### config.mk
export PLATFORM = sky130hd
export DESIGN_NAME = vga_mode_ctrl
export DESIGN_NICKNAME = d
export VERILOG_FILES = /design/src/rtl/vga_mode_ctrl.sv
export SDC_FILE = /design/constraint.sdc
export NUM_CORES = 1
export LEC_CHECK = 0
export CORE_MARGIN = 10
export CORE_UTILIZATION = 50
export CTS_CLUSTER_SIZE = 28
export DETAILED_ROUTE_END_ITERATION = 7
export PLACE_DENSITY = 0.87
export SLEW_MARGIN = 20
export SYNTH_ARGS = -nofsm -noshare
export SYNTH_HDL_FRONTEND = slang
export SYNTH_SLANG_ARGS = --single-unit
### constraint.sdc
create_clock -name clk_i -period 3.9 [get_ports clk_i]
set_input_delay 0.39 -clock clk_i [delete_from_list [all_inputs] [get_ports clk_i]]
set_output_delay 0.39 -clock clk_i [all_outputs]
set_load 0.03 [all_outputs]
### src/rtl/vga_mode_ctrl.sv
// Video-mode sequencer: swaps the timing generator between table modes on a frame
// boundary, then holds video blanked until the new timing has settled.
module vga_mode_ctrl #(
    parameter int H_W            = 11,
    parameter int V_W            = 10,
    parameter int DEFAULT_MODE   = 0,
    parameter int SETTLE_FRAMES  = 2,
    parameter int TIMEOUT_CYCLES = 2**22
) (
    input  logic           clk_i,
    input  logic           arstn_i,
    input  logic           req_valid_i,
    input  logic [1:0]     req_mode_i,
    output logic           req_ready_o,
    output logic           done_o,
    output logic           err_o,
    output logic           blank_o,
    output logic [1:0]     cur_mode_o,
    input  logic [H_W-1:0] hcount_i,
    input  logic [V_W-1:0] vcount_i,
    output logic [H_W-1:0] hd_o,
    output logic [H_W-1:0] hf_o,
    output logic [H_W-1:0] hr_o,
    output logic [H_W-1:0] hb_o,
    output logic [V_W-1:0] vd_o,
    output logic [V_W-1:0] vf_o,
    output logic [V_W-1:0] vr_o,
    output logic [V_W-1:0] vb_o,
    output logic           we_o
);

    localparam int TO_W = (TIMEOUT_CYCLES > 2) ? $clog2(TIMEOUT_CYCLES) : 1;
    localparam int SF_W = $clog2(SETTLE_FRAMES + 1);

    typedef enum logic [2:0] {
        S_INIT,
        S_IDLE,
        S_WAIT_FRAME,
        S_LOAD,
        S_SETTLE,
        S_DONE
    } state_t;

    typedef struct packed {
        logic [H_W-1:0] hd;
        logic [H_W-1:0] hf;
        logic [H_W-1:0] hr;
        logic [H_W-1:0] hb;
        logic [V_W-1:0] vd;
        logic [V_W-1:0] vf;
        logic [V_W-1:0] vr;
        logic [V_W-1:0] vb;
    } timing_t;

    // Mode 3 is rejected before it can reach LOAD, so it shares the mode 0 row.
    function automatic timing_t mode_entry(input logic [1:0] mode);
        timing_t t;
        case (mode)
            2'd1: begin
                t.hd = H_W'(800);  t.hf = H_W'(40); t.hr = H_W'(128); t.hb = H_W'(88);
                t.vd = V_W'(600);  t.vf = V_W'(1);  t.vr = V_W'(4);   t.vb = V_W'(23);
            end
            2'd2: begin
                t.hd = H_W'(1024); t.hf = H_W'(24); t.hr = H_W'(136); t.hb = H_W'(160);
                t.vd = V_W'(768);  t.vf = V_W'(3);  t.vr = V_W'(6);   t.vb = V_W'(29);
            end
            default: begin
                t.hd = H_W'(640);  t.hf = H_W'(16); t.hr = H_W'(96);  t.hb = H_W'(48);
                t.vd = V_W'(480);  t.vf = V_W'(10); t.vr = V_W'(2);   t.vb = V_W'(33);
            end
        endcase
        return t;
    endfunction

    state_t          r_state;
    state_t          w_next_state;
    logic [1:0]      r_tgt_mode;
    logic [1:0]      r_cur_mode;
    logic            r_from_init;
    logic [TO_W-1:0] r_wait_cnt;
    logic [SF_W-1:0] r_frm_cnt;
    logic [H_W-1:0]  r_hd, r_hf, r_hr, r_hb, r_htot;
    logic [V_W-1:0]  r_vd, r_vf, r_vr, r_vb, r_vtot;
    logic            r_we;
    logic            r_done;
    logic            r_err;
    logic            r_blank;

    logic            w_accept;
    logic            w_req_bad;
    logic            w_req_same;
    logic            w_frame_end;
    logic            w_timeout;
    logic            w_settled;
    timing_t         w_entry;

    assign w_accept    = (r_state == S_IDLE) && req_valid_i;
    assign w_req_bad   = (req_mode_i == 2'd3);
    assign w_req_same  = !w_req_bad && (req_mode_i == r_cur_mode);
    assign w_frame_end = (hcount_i == r_htot - H_W'(1)) && (vcount_i == r_vtot - V_W'(1));
    assign w_timeout   = (r_wait_cnt == TO_W'(TIMEOUT_CYCLES - 1));
    assign w_settled   = w_frame_end && (r_frm_cnt == SF_W'(SETTLE_FRAMES - 1));
    assign w_entry     = mode_entry(r_tgt_mode);

    // NOTE: next state gets its default before the case so every path assigns it
    // and no latch is inferred.
    always_comb begin
        w_next_state = r_state;
        case (r_state)
            S_INIT:       w_next_state = S_LOAD;
            S_IDLE:       if (w_accept && !w_req_bad && !w_req_same) w_next_state = S_WAIT_FRAME;
            S_WAIT_FRAME: if (w_frame_end || w_timeout) w_next_state = S_LOAD;
            S_LOAD:       w_next_state = S_SETTLE;
            S_SETTLE:     if (w_settled) w_next_state = r_from_init ? S_IDLE : S_DONE;
            S_DONE:       w_next_state = S_IDLE;
            default:      w_next_state = S_INIT;
        endcase
    end

    // NOTE: all state uses non-blocking assignments so every register samples the
    // values from before this edge, independent of statement order.
    always_ff @(posedge clk_i or negedge arstn_i) begin
        if (!arstn_i) begin
            r_state     <= S_INIT;
            r_tgt_mode  <= 2'(DEFAULT_MODE);
            r_cur_mode  <= 2'(DEFAULT_MODE);
            r_from_init <= 1'b1;
            r_wait_cnt  <= '0;
            r_frm_cnt   <= '0;
            r_hd        <= '0;
            r_hf        <= '0;
            r_hr        <= '0;
            r_hb        <= '0;
            r_vd        <= '0;
            r_vf        <= '0;
            r_vr        <= '0;
            r_vb        <= '0;
            r_htot      <= '0;
            r_vtot      <= '0;
            r_we        <= 1'b0;
            r_done      <= 1'b0;
            r_err       <= 1'b0;
            r_blank     <= 1'b1;
        end else begin
            r_state <= w_next_state;
            r_we    <= (w_next_state == S_LOAD);
            r_blank <= !((w_next_state == S_IDLE) || (w_next_state == S_DONE));
            r_done  <= (w_next_state == S_DONE) || (w_accept && w_req_same);
            r_err   <= w_accept && w_req_bad;

            if ((r_state == S_IDLE) && (w_next_state == S_WAIT_FRAME)) begin
                r_tgt_mode  <= req_mode_i;
                r_from_init <= 1'b0;
            end

            r_wait_cnt <= (r_state == S_WAIT_FRAME) ? r_wait_cnt + 1'b1 : '0;

            // Timing fields change on entry to LOAD so they are valid alongside we_o.
            if (w_next_state == S_LOAD) begin
                r_hd <= w_entry.hd;
                r_hf <= w_entry.hf;
                r_hr <= w_entry.hr;
                r_hb <= w_entry.hb;
                r_vd <= w_entry.vd;
                r_vf <= w_entry.vf;
                r_vr <= w_entry.vr;
                r_vb <= w_entry.vb;
            end

            if (r_state == S_LOAD) begin
                r_cur_mode <= r_tgt_mode;
                r_htot     <= r_hd + r_hf + r_hr + r_hb;
                r_vtot     <= r_vd + r_vf + r_vr + r_vb;
                r_frm_cnt  <= '0;
            end else if ((r_state == S_SETTLE) && w_frame_end) begin
                r_frm_cnt  <= r_frm_cnt + 1'b1;
            end
        end
    end

    assign req_ready_o = (r_state == S_IDLE);
    assign done_o      = r_done;
    assign err_o       = r_err;
    assign blank_o     = r_blank;
    assign cur_mode_o  = r_cur_mode;
    assign we_o        = r_we;
    assign hd_o        = r_hd;
    assign hf_o        = r_hf;
    assign hr_o        = r_hr;
    assign hb_o        = r_hb;
    assign vd_o        = r_vd;
    assign vf_o        = r_vf;
    assign vr_o        = r_vr;
    assign vb_o        = r_vb;

endmodule

==> impl_metrics.env <==
export IMPL_place_ws_ps=570
export IMPL_overflow=0
export IMPL_synth_area_leaders="dfrtp_1, buf_4, ha_1"
export IMPL_finalPower_mw=1.47
export IMPL_die_area_sq_mm=0.0129
export IMPL_instances_no_fill=620
export IMPL_io_buffers=67
export IMPL_path_max_fanout=9
export IMPL_fmax_mhz=300
export IMPL_power_density_mw_per_mm2=294
export IMPL_maxCapViolations=0
export IMPL_drc=0
export IMPL_cts_resized_gates=0
export IMPL_slew_viol_final=0
export IMPL_ios=117
export IMPL_worstPathArrival_ps=3550
export IMPL_postCtsSetupRepairBufs=0
export IMPL_synth_top_cell_by_area="dfrtp_1"
export IMPL_grt_max_degree=36
export IMPL_cts_root_buf="clkbuf_8"
export IMPL_skew_ps=8.90
export IMPL_coreArea_sq_mm=0.00864
export IMPL_avgSynthCellArea_sq_um=9.45
export IMPL_yosys_area_top_type_share=0.336
export IMPL_slew_headroom=0.282
export IMPL_layout_setup_ws_ps=563
export IMPL_synth_ff_type="dfrtp_1"
export IMPL_drt_initial_drc_count=184
export IMPL_tns_ps=0
export IMPL_critPathMaxStageDelay_ps=640
export IMPL_holdWs_ps=105
export IMPL_grt_pass1_wl_mm=15.9
export IMPL_setup_worst_path_start_class="flop"
export IMPL_final_util=0.578
export IMPL_numCtsBuffers=9
export IMPL_synthCells=465
export IMPL_nets=565
export IMPL_place_detailed_hpwl_mm=7.59
export IMPL_criticalPathCategory="flop to flop"
export IMPL_synth_distinct_cells=54
export IMPL_area_growth_pct=13.6
export IMPL_vias_per_cell=5.16
export IMPL_wl_per_cell_um=15.6
export IMPL_rows=34
export IMPL_globalRouteTotalUtil=0.149
export IMPL_path_cells="inv_1 -> ha_1 -> or4b_2 -> nor4_1 -> xnor2_1 -> o211ai_2 -> a2111oi_4 -> buf_4 -> o21a_1 -> mux2_4"
export IMPL_async_flop_share=1.00
export IMPL_hold_buffers=0
export IMPL_die_h_um=114
export IMPL_grt_pass1_vias=3274
export IMPL_stdcell_area_sq_mm=0.00499
export IMPL_fin_crit_sh=0.856
export IMPL_status="finished, final reports clean"
export IMPL_placed_cell_area_sq_mm=0.00478
export IMPL_setup_viol=0
export IMPL_dieWidth_um=114
export IMPL_cpMaxStageDelayCell="or4b_2"
export IMPL_cts_sinks=61
export IMPL_clkTransAtPathRegs_ps=70
export IMPL_clock_path_buffers=2
export IMPL_hold_viol=0
export IMPL_min_period_ps=3340
export IMPL_antenna_found_initial=0
export IMPL_synth_area_sq_mm=0.00440
export IMPL_initial_core_util=0.509
export IMPL_drive_above_1_share=0.0762
export IMPL_yosysWarnings=0
export IMPL_required_ps=4120
export IMPL_insertion_delay_ps=340
export IMPL_rsz0062_at_grt="false"
export IMPL_synth_edf_count=0
export IMPL_p_leak_nw=2.16
export IMPL_dr_total_vias=3197
export IMPL_ys_seq_area_frac=0.348
export IMPL_finalWirelength_mm=9.66
export IMPL_dr_pass1_iters=5
export IMPL_n_antenna_cell=0
export IMPL_drtAntennaViolNets=0
export IMPL_peakVddDrop_uv=172
export IMPL_worstSetupEndpointType="flop"
export IMPL_tightest_slew_ps=1070
export IMPL_h_tree_depth=3
export IMPL_place_inst=604
export IMPL_hold_class="input port to async pin"
export IMPL_place_congestion=0.872
export IMPL_ys_seq_elements=61
export IMPL_cts_tree="built"
==> kinds of logic (layout without fill, tap and decap cells) <==
kind of cell,after synthesis,count (layout),synth area share
buffers and inverters,113,112,0.164
adder cells (fa/ha/maj),32,32,0.0996
other,1,49,0.000853
XOR/XNOR,53,53,0.107
AND/OR/NAND/NOR,126,126,0.145
AO/OA/AOI/OAI,65,65,0.0985
multiplexers,14,14,0.0373
flip-flops,61,61,0.348
==> power breakdown <==
group | internal, mW | switching [mW]
clock | 0.379 | 0.242
combinational | 0.0563 | 0.129
sequential | 0.648 | 0.0139
==> cells in the final DEF (no fill, tap or decap), types with 5 or more instances in the layout <==
cell / n
a21oi_1: 12
and2_1: 5
and3_1: 5
clkbuf_8: 10
clkdlybuf4s50_1: 66
conb_1: 49
dfrtp_1: 59
fa_1: 5
ha_1: 27
inv_1: 26
mux2_2: 7
nand2_1: 31
nand3_1: 12
nand4_1: 7
nor2_1: 32
nor3_1: 9
o21ai_0: 23
xnor2_1: 28
xor2_1: 24
==> critical path, delay by kind of cell (launching register included) <==
family,cells,cell delay [ps]
xor+xnor,1,190
flops,1,430
buf+inv,2,290
simple gates,2,910
mux,1,340
fa+ha+maj,1,210
compound gates,3,840
==> state kept, by name (all words and copies together) (netlist names), 2 cells and up <==
name and cells:
r_state 3, hf_o 2, hd_o 3, cur_mode_o 2
r_tgt_mode 2, r_wait_cnt 22, r_frm_cnt 2, r_htot 8
r_vtot 10
==> final timing paths <==
path	startpoint	end	slack, ps	cells past startpoint
worst max register to register	r_vtot[0]	hd_o[7]	560	10
worst max-delay path	r_vtot[0]	hd_o[7]	560	10
min in group clk_i	r_wait_cnt[0]	r_wait_cnt[0]	460	1
max in group asynchronous	arstn_i	r_from_init	2920	2
worst min-delay path	arstn_i	r_wait_cnt[4]	110	1
worst min register to register	r_wait_cnt[0]	r_wait_cnt[0]	460	1
==> layer usage <==
layer | track usage | vias up | part of all wire
li1 | - | 1533 | -
met1 | 0.162 | 1526 | 0.39
met2 | 0.265 | 127 | 0.51
met3 | 0.0446 | 11 | 0.084
met4 | 0.0550 | 0 | 0.016
met5 | 0 | - | 0
==> synthesized netlist by cell type, drive strengths merged (2+ instances only) <==
cell,instances
a2111oi,3
a21boi,2
a21o,5
a21oi,12
a31oi,4
and2,5
and3,6
and4,2
buf,78
clkbuf,9
dfrtp,59
dfstp,2
fa,5
ha,27
inv,26
mux2,10
mux2i,4
nand2,31
nand3,12
nand3b,2
nand4,7
nor2,32
nor2b,2
nor3,9
nor3b,2
nor4,3
nor4b,2
o21a,3
o21ai,23
o21bai,2
o31ai,4
or2,2
or3,5
or4,2
xnor2,29
xor2,24
==> cell type report <==
| type | count | area, sq um |
|---|---|---|
| clock buffer | 13 | 149 |
| clock inverter | 3 | 68.8 |
| fill | 717 | 3640 |
| inverter | 26 | 97.6 |
| multi-input combinational | 339 | 2330 |
| sequential | 61 | 1530 |
| tap | 108 | 135 |
| timing repair buffer | 70 | 688 |
Power figures use the tool's default switching activity.
